`src/rtl/arb_pkg.sv`:
```
// Shared constants and helpers for the round-robin arbiter family.
// Latency: none (package only).
// Backpressure: none (package only).
package arb_pkg;

    // Arbiter FSM encoding, kept as plain constants so older tools can use it.
    localparam logic [1:0] ST_IDLE  = 2'd0;
    localparam logic [1:0] ST_GRANT = 2'd1;
    localparam logic [1:0] ST_GAP   = 2'd2;

    // Defaults match the 4-to-2 one-hot encoder that sits downstream.
    localparam int DEF_NREQ     = 4;
    localparam int DEF_MAX_HOLD = 8;

    // Ceiling log2; returns the bit width needed to index n items.
    function automatic int clog2(input int n);
        int r;
        r = 0;
        while ((1 << r) < n) begin
            r = r + 1;
        end
        return r;
    endfunction

endpackage

```
`src/rtl/onehot_rr_arbiter_rr_pick.sv`:
```
// Round-robin winner select: first set request at or after ptr, wrapping.
// Latency: purely combinational, zero cycles.
// Backpressure: none; the caller decides when the result is consumed.
module rr_pick #(
    parameter int NREQ = 4,
    parameter int PW   = 2
) (
    input  logic [NREQ-1:0] req,
    input  logic [PW-1:0]   ptr,
    output logic            any,
    output logic [PW-1:0]   idx,
    output logic [NREQ-1:0] onehot
);

    logic [NREQ-1:0] rot;
    logic [NREQ-1:0] rot_oh;
    logic [PW-1:0]   off;
    logic            found;

    // Rotate so ptr lands at bit 0, find the lowest set bit, rotate the hit back.
    always_comb begin
        rot    = '0;
        rot_oh = '0;
        off    = '0;
        found  = 1'b0;
        onehot = '0;
        for (int i = 0; i < NREQ; i++) begin
            rot[i] = req[PW'(i) + ptr];
        end
        for (int i = 0; i < NREQ; i++) begin
            if (!found && rot[i]) begin
                found     = 1'b1;
                off       = PW'(i);
                rot_oh[i] = 1'b1;
            end
        end
        for (int i = 0; i < NREQ; i++) begin
            onehot[PW'(i) + ptr] = rot_oh[i];
        end
        any = found;
        idx = off + ptr;
    end

endmodule

```
`src/rtl/onehot_rr_arbiter.sv`:
```
// Round-robin arbiter issuing one registered one-hot grant to the 4x2 encoder.
// Latency: 1 cycle from sampled request to grant; 2 dead cycles between grants.
// Backpressure: grant held until done, requester drop, or hold limit under contention.
module onehot_rr_arbiter
    import arb_pkg::*;
#(
    parameter int NREQ     = DEF_NREQ,
    parameter int MAX_HOLD = DEF_MAX_HOLD
) (
    input  logic            clk,
    input  logic            rst_n,
    input  logic [NREQ-1:0] req,
    input  logic            done,
    output logic [NREQ-1:0] grant,
    output logic            grant_valid
);

    localparam int PW = clog2(NREQ);
    localparam int HW = clog2(MAX_HOLD);
    localparam logic [HW-1:0] HOLD_LAST = HW'(MAX_HOLD - 1);

    logic [1:0]      state;
    logic [PW-1:0]   ptr;
    logic [PW-1:0]   g;
    logic [HW-1:0]   hold_cnt;

    logic            pick_any;
    logic [PW-1:0]   pick_idx;
    logic [NREQ-1:0] pick_onehot;
    logic            release_now;

    rr_pick #(
        .NREQ (NREQ),
        .PW   (PW)
    ) u_pick (
        .req    (req),
        .ptr    (ptr),
        .any    (pick_any),
        .idx    (pick_idx),
        .onehot (pick_onehot)
    );

    // While granting, grant is exactly one-hot(g), so req & ~grant is "anyone else waiting".
    always_comb begin
        release_now = done
                    || !req[g]
                    || ((hold_cnt == HOLD_LAST) && ((req & ~grant) != '0));
    end

    // Arbitration FSM; ptr moves only on release so a grant never skips its owner.
    always_ff @(posedge clk or negedge rst_n) begin
        if (!rst_n) begin
            state       <= ST_IDLE;
            grant       <= '0;
            grant_valid <= 1'b0;
            ptr         <= '0;
            g           <= '0;
            hold_cnt    <= '0;
        end else begin
            case (state)
                ST_IDLE: begin
                    if (pick_any) begin
                        grant       <= pick_onehot;
                        grant_valid <= 1'b1;
                        g           <= pick_idx;
                        hold_cnt    <= '0;
                        state       <= ST_GRANT;
                    end
                end
                ST_GRANT: begin
                    if (release_now) begin
                        grant       <= '0;
                        grant_valid <= 1'b0;
                        ptr         <= g + 1'b1;
                        hold_cnt    <= '0;
                        state       <= ST_GAP;
                    end else if (hold_cnt != HOLD_LAST) begin
                        hold_cnt    <= hold_cnt + 1'b1;
                    end
                end
                ST_GAP: begin
                    state <= ST_IDLE;
                end
                default: begin
                    grant       <= '0;
                    grant_valid <= 1'b0;
                    state       <= ST_IDLE;
                end
            endcase
        end
    end

endmodule

```
`config.mk`:
```
export PLATFORM = sky130hd
export DESIGN_NAME = onehot_rr_arbiter
export DESIGN_NICKNAME = d
export VERILOG_FILES = /design/src/rtl/arb_pkg.sv /design/src/rtl/onehot_rr_arbiter_rr_pick.sv /design/src/rtl/onehot_rr_arbiter.sv
export SDC_FILE = /design/constraint.sdc
export NUM_CORES = 1
export LEC_CHECK = 0
export CORE_ASPECT_RATIO = 0.6
export CORE_MARGIN = 5
export CORE_UTILIZATION = 50
export CTS_CLUSTER_DIAMETER = 60
export DETAILED_ROUTE_END_ITERATION = 12
export HOLD_SLACK_MARGIN = 0.12
export PLACE_DENSITY = 0.75
export SYNTH_ARGS = -nofsm -noshare
export SYNTH_HDL_FRONTEND = slang
export SYNTH_SLANG_ARGS = --single-unit
```
`constraint.sdc`:
```
create_clock -name clk -period 2.59 [get_ports clk]
set_clock_uncertainty 0.15 [all_clocks]
set_input_delay 0.518 -clock clk [delete_from_list [all_inputs] [get_ports clk]]
set_output_delay 0.518 -clock clk [all_outputs]
set_load 0.01 [all_outputs]
```
==> impl_metrics.ini, run 1 <==
[global_route]
grtUsageTotal_pct = 19.9
antenna_found_initial = 0
grt_pass1_wl_mm = 5.15
grt_max_degree = 15
overflow = 0
grt_pass1_vias = 1063

[clocking]
h-tree-depth = 1
path_clk_slew_ps = 60
tritoncts = yes
cts_root_buffer = clkbuf_8
clkLatencyLatePin_ps = 250
post-cts-setup-buffers = 0
cts.sinks = 14
ctsHoldBuffers = 0
ctsLongestPathBuffers = 2
numCtsBuffers = 3

[worst_setup_path]
critPathMaxStageDelay_ps = 420
cp.required_ps = 2620
cp_max_fo = 7
worstSetupEndpointType = flip-flop
critPathMostFrequentCell = inv_1
crit_type = flip-flop to flip-flop
cp-start-kind = flip-flop
crit_path_cell_trace = inv_1 > ha_2 > mux2i_1 > a2111oi_2 > a31o_1 > inv_1 > nand2_1 > ha_1 > xor2_1 > a211o_1 > nand3_1
worstPathArrival_ps = 2530
crit_slowest_cell = ha_2

[synth]
ys_async_sr_fraction_pct = 100
synth_edf_count = 0
syn_area_per_cell_um2 = 9.37
synthFlopType = dfrtp_1
synth_fp_nets = 143
synth-seq-cells = 14
yosys_warnings = 0
syn_inst = 129
post_synth_num_cell_types = 52
synth-seq-area-share_pct = 29.0
syn_area_um2 = 1210

[floorplanning]
io_pins = 12
start_util_pct = 54.2
rows = 13
die_h_um = 48.1
coreArea_um2 = 2230
die_w_um = 73.5
die-area_um2 = 3530

[drt]
totalWireLength_mm = 3.19
wl_per_cell_um = 17.5
vias = 1138
ant_nets = 0
dr.pass1.iters = 4
drt_iter0_markers = 120
vias_per_cell = 6.25
drc = 0

[pwr]
power_density_nw_per_um2 = 1200
finalPower_uw = 1800
vdd.ir_drop.worst_v = 0.000756
leakage_uw = 0.000706

[layout]
seq_area_um2 = 350
drive_above_1_share_pct = 23.7
multiInputGateArea_um2 = 781
fill_cells = 172
nets = 167
fin_cells = 182
antenna_cells = 0
area_growth_pct = 24.7

[timing]
relSlewSlack_pct = 58.7
setup_viol_count_final = 0
hold_viol = 0
period_needed_ps = 2500
slew_viol_final = 0
fin_crit_sh_pct = 96.5
max_freq_ghz = 0.400
tightestPinTransition_ps = 618

[place]
dpl.cell_count = 178
portBuffers = 11
place_congestion = 0.860
dp_hpwl_mm = 2.44

[status]
outcome = finished, final reports clean

[hold_path]
hp-class = flip-flop to flip-flop

[run]
maxCapViolCount = 0
==> metal layers <==
| layer | vias to the layer above | share of wire [%] | GRT usage (%) |
|---|---|---|---|
| li1 | 516 | - | - |
| met1 | 545 | 44 | 26.6 |
| met2 | 69 | 46 | 32.0 |
| met3 | 8 | 9.0 | 5.03 |
| met4 | 0 | 1.6 | 6.50 |
| met5 | - | 0 | 0 |
==> cell families (layout without fill, tap and decap cells) <==
family	count (synthesis)	in the layout	share of synthesized area, %
AO/OA/AOI/OAI	29	29	21.3
XOR/XNOR	2	2	1.45
adder cells (fa/ha/maj)	7	7	7.25
buffers and inverters	21	44	8.49
flip-flops	14	14	29.0
multiplexers	8	8	9.11
AND/OR/NAND/NOR	48	48	23.4
==> cell usage after synthesis, types with 2 or more instances <==
cell	n	area [um2]
a2111oi_0	2	17.5
a22o_1	2	17.5
a31o_1	2	17.5
a31oi_1	2	12.5
and2_1	2	12.5
and3b_1	2	17.5
buf_2	4	20.0
buf_6	2	22.5
dfrtp_1	14	350
ha_1	7	87.6
inv_1	13	48.8
mux2i_1	4	40.0
mux4_2	2	45.0
nand2_1	9	33.8
nand2b_1	4	25.0
nand3_1	3	15.0
nor2_1	7	26.3
nor2b_1	4	25.0
nor3_1	2	10.0
nor4_1	2	12.5
o211a_1	2	20.0
o21ai_0	5	25.0
o32ai_1	2	17.5
or3b_1	3	26.3
==> worst max-delay path, delay by kind of cell (launching register included) <==
| family | cells | cell delay [ps] |
|---|---|---|
| AOI/OAI and AO/OA | 3 | 580 |
| and+or+nand+nor | 2 | 140 |
| adders and majority gates | 2 | 620 |
| xor gates and xnor gates | 1 | 160 |
| muxes | 1 | 320 |
| buffers and inverters | 2 | 120 |
| DFF | 1 | 340 |
==> sequential cells by signal, summed over array words and instances, names as in the netlist <==
signal / cells
state: 2
grant_valid: 1
g: 2
hold_cnt: 3
ptr: 2
grant: 4
==> worst paths after layout <==
check	start	end	slack, ps	depth (start not counted)
min reg2reg	hold_cnt[2]$_DFFE_PN0P_	hold_cnt[2]$_DFFE_PN0P_	360	1
max	ptr[1]$_DFFE_PN0P_	g[1]$_DFFE_PN0P_	90	11
max in group asynchronous	rst_n	ptr[1]$_DFFE_PN0P_	1390	1
min	hold_cnt[2]$_DFFE_PN0P_	hold_cnt[2]$_DFFE_PN0P_	360	1
max reg2reg	ptr[1]$_DFFE_PN0P_	g[1]$_DFFE_PN0P_	90	11
min in group asynchronous	rst_n	grant[3]$_DFFE_PN0P_	500	1
==> where the power goes <==
group          leakage (uW)  internal, uW  total, uW  switching [uW]
clock             0.0000288           135        216            81.4
combinational      0.000500           558       1190             637
sequential         0.000177           309        393            83.5
==> cell type report <==
type	instances	share of cell area, %
multi-input cells	94	51.8
flip-flops and latches	14	23.2
repair buffers	27	15.6
clock buffers	4	3.65
inverters	13	3.24
well taps	30	2.49
==> metrics by stage <==
step	hold slack [ps]	area (um2)	TNS [ps]	utilization, %	worst slack [ps]
after floorplan	72.4	1210	0	-	33.4
after global placement	348	1420	-477	63.8	-146
final	363	1510	0	67.7	91.4
after CTS	362	1480	0	66.3	30.9
after global routing	377	1510	-3.44	67.7	-3.44
after detailed placement	347	1420	-1050	63.8	-196
==> placed cells by master (no fill, tap or decap), types with 3 or more instances in the layout <==
cell	Yosys	final
nand3_1	3	3
a2111oi_2	1	3
nand2_1	9	9
buf_4	1	16
o21ai_0	5	5
nor2_1	7	7
or3b_1	3	3
nor2b_1	4	4
clkdlybuf4s50_1	0	9
clkbuf_8	0	4
mux2i_1	4	4
nor3_2	1	3
dfrtp_1	14	14
inv_1	13	13
nand2b_1	4	4
ha_1	7	6
==> timing repair <==
| item | CTS | global route |
|---|---|---|
| setup endpoints to repair | 0 | 5 |
| endpoints found under the hold margin | 0 | 0 |
| gates resized for setup | 0 | 9 |
Note: power is estimated with default switching activity, not from simulation.
==> inputs of run 2 (changes only) <==
Settings changed: CELL_PAD_IN_SITES_DETAIL_PLACEMENT set to 0, CELL_PAD_IN_SITES_GLOBAL_PLACEMENT set to 2, CORE_UTILIZATION 50 to 32, PLACE_DENSITY 0.75 to 0.76.
==> run 2 against run 1 <==
Compared with the run above:
- utilization decreased by 25 points
- final cell count increased by 12%
- first-iteration DRC count decreased by 40%
- worst hold slack improved by 3.8 ps
- critical path depth decreased by 2
- combinational power about the same
- sequential share of layout area decreased by 0.58 points
- register-to-register slack improved by 40 ps
- die area increased by 46%
- flip-flop and latch count unchanged
- critical path type unchanged
- largest cell class unchanged
==> impl_metrics.ini, run 2 (synthesis gave the netlist of run 1 again) <==
[status]
outcome = finished, final reports clean

[layout]
fin_cells = 203
area_growth_pct = 28.0
nets = 171
regMostFlops = grant
drive_above_1_share_pct = 23.7
reg_top3 = grant: 4 flops, hold_cnt: 3 flops
final_common_cell = buf_4
antenna_cells = 0
final_cell_mix = buf_4 (20), dfrtp_1 (14), inv_1 (13), nand2_1 (9)
largest_reg_flops = 4

[place]
portBuffers = 11
place_ws_ps = -216
dp_hpwl_mm = 2.50
dpl.cell_count = 199
place_congestion = 0.854

[timing]
fin_ws_ps = 129
tightestPinTransition_ps = 652
tns_ps = 0
period_needed_ps = 2460
relSlewSlack_pct = 56.4
max_freq_ghz = 0.406
setup_viol_count_final = 0
hold_viol = 0
slew_viol_final = 0
whs_ps = 367
rsz0062_at_grt = no
fin_crit_sh_pct = 95.0

[clocking]
ctsLongestPathBuffers = 2
post-cts-setup-buffers = 0
cts_root_buffer = clkbuf_8
tritoncts = yes
clkLatencyLatePin_ps = 250
h-tree-depth = 1
numCtsBuffers = 3
path_clk_slew_ps = 60
cts.sinks = 14

[worst_setup_path]
cp_max_fo = 7
crit_type = flip-flop to flip-flop
r2r-start = ptr[1]$_DFFE_PN0P_
crit_start = ptr[1]$_DFFE_PN0P_
worstSetupEndpointType = flip-flop
worstPathArrival_ps = 2430
cp.required_ps = 2560
reg2reg_depth = 9
cp-start-kind = flip-flop

[drt]
drt_iter0_markers = 72
vias = 1047
dr.pass1.iters = 4
vias_per_cell = 5.16
ant_nets = 0
wl_per_cell_um = 14.8
totalWireLength_mm = 3.01
drc = 0

[pwr]
power_density_nw_per_um2 = 1160
finalPower_uw = 1800
vdd.ir_drop.worst_v = 0.000603
leakage_uw = 0.000738

[floorplanning]
die_h_um = 57.6
die_w_um = 89.3
coreArea_um2 = 3660
start_util_pct = 33.0
rows = 17
die-area_um2 = 5150
io_pins = 12

[global_route]
grtUsageTotal_pct = 12.7
antenna_found_initial = 0
grt_pass1_vias = 946
grt_max_degree = 15
grt_pass1_wl_mm = 4.90
overflow = 0

[hold_path]
hold_path.startpoint = hold_cnt[2]$_DFFE_PN0P_
hp-class = flip-flop to flip-flop
holdPathStages = 1

[run]
maxCapViolCount = 0
[run 2: changes by cell type in the layout (fill, tap and decap cells not counted), sizes merged]
cell and delta:
buf +4, clkdlybuf4s50 -2, dlymetal6s2s +2
[run 2: critical path: stages, from the launching register on]
cell and delay [ps]:
dfrtp_1 340, inv_1 60, ha_2 420, mux2i_2 300, a2111oi_2 70, a31o_1 240
buf_4 160, buf_4 130, a2111oi_4 340, o32ai_1 130
[run 2: worst paths after layout]
| kind | to | slack (ps) |
|---|---|---|
| worst max-delay path | grant[0]$_DFFE_PN0P_ | 130 |
| worst min-delay path | hold_cnt[2]$_DFFE_PN0P_ | 370 |
| max in group asynchronous | g[0]$_DFFE_PN0P_ | 1350 |
| min in group asynchronous | grant_valid$_DFFE_PN0P_ | 520 |
| worst max register to register | grant[0]$_DFFE_PN0P_ | 130 |
| worst min register to register | hold_cnt[2]$_DFFE_PN0P_ | 370 |
[run 2: power by group]
group          switching, uW  internal [uW]  total [uW]
combinational            614            591        1200
clock                   78.5            135         213
sequential              73.4            309         383
total                    766           1030        1800
[run 2: area by class of cell]
class,count,area [um2]
sequential,14,350
tap,47,58.8
timing repair buffer,31,270
fill,352,2110
inverter,13,48.8
clock buffer,4,55.1
multi-input combinational,94,763
[run 2: repair_timing]
item | CTS | global route
gates resized for setup | 0 | 7
setup endpoints to repair | 0 | 9
hold buffers | 0 | 0
[run 2: routing by layer]
metal | vias up | track usage [%] | share of wire, %
li1 | 528 | - | -
met1 | 501 | 20.5 | 56
met2 | 16 | 16.7 | 40
met3 | 2 | 3.90 | 3.3
met4 | 0 | 1.27 | 0.60
met5 | - | 0 | 0
[run 2: stage by stage]
step                utilization [%]  area (um2)
CTS                            41.8        1530
finish                         42.3        1550
detailed placement             40.3        1470
global route                   42.3        1550
floorplan                         -        1210
global placement               40.3        1470
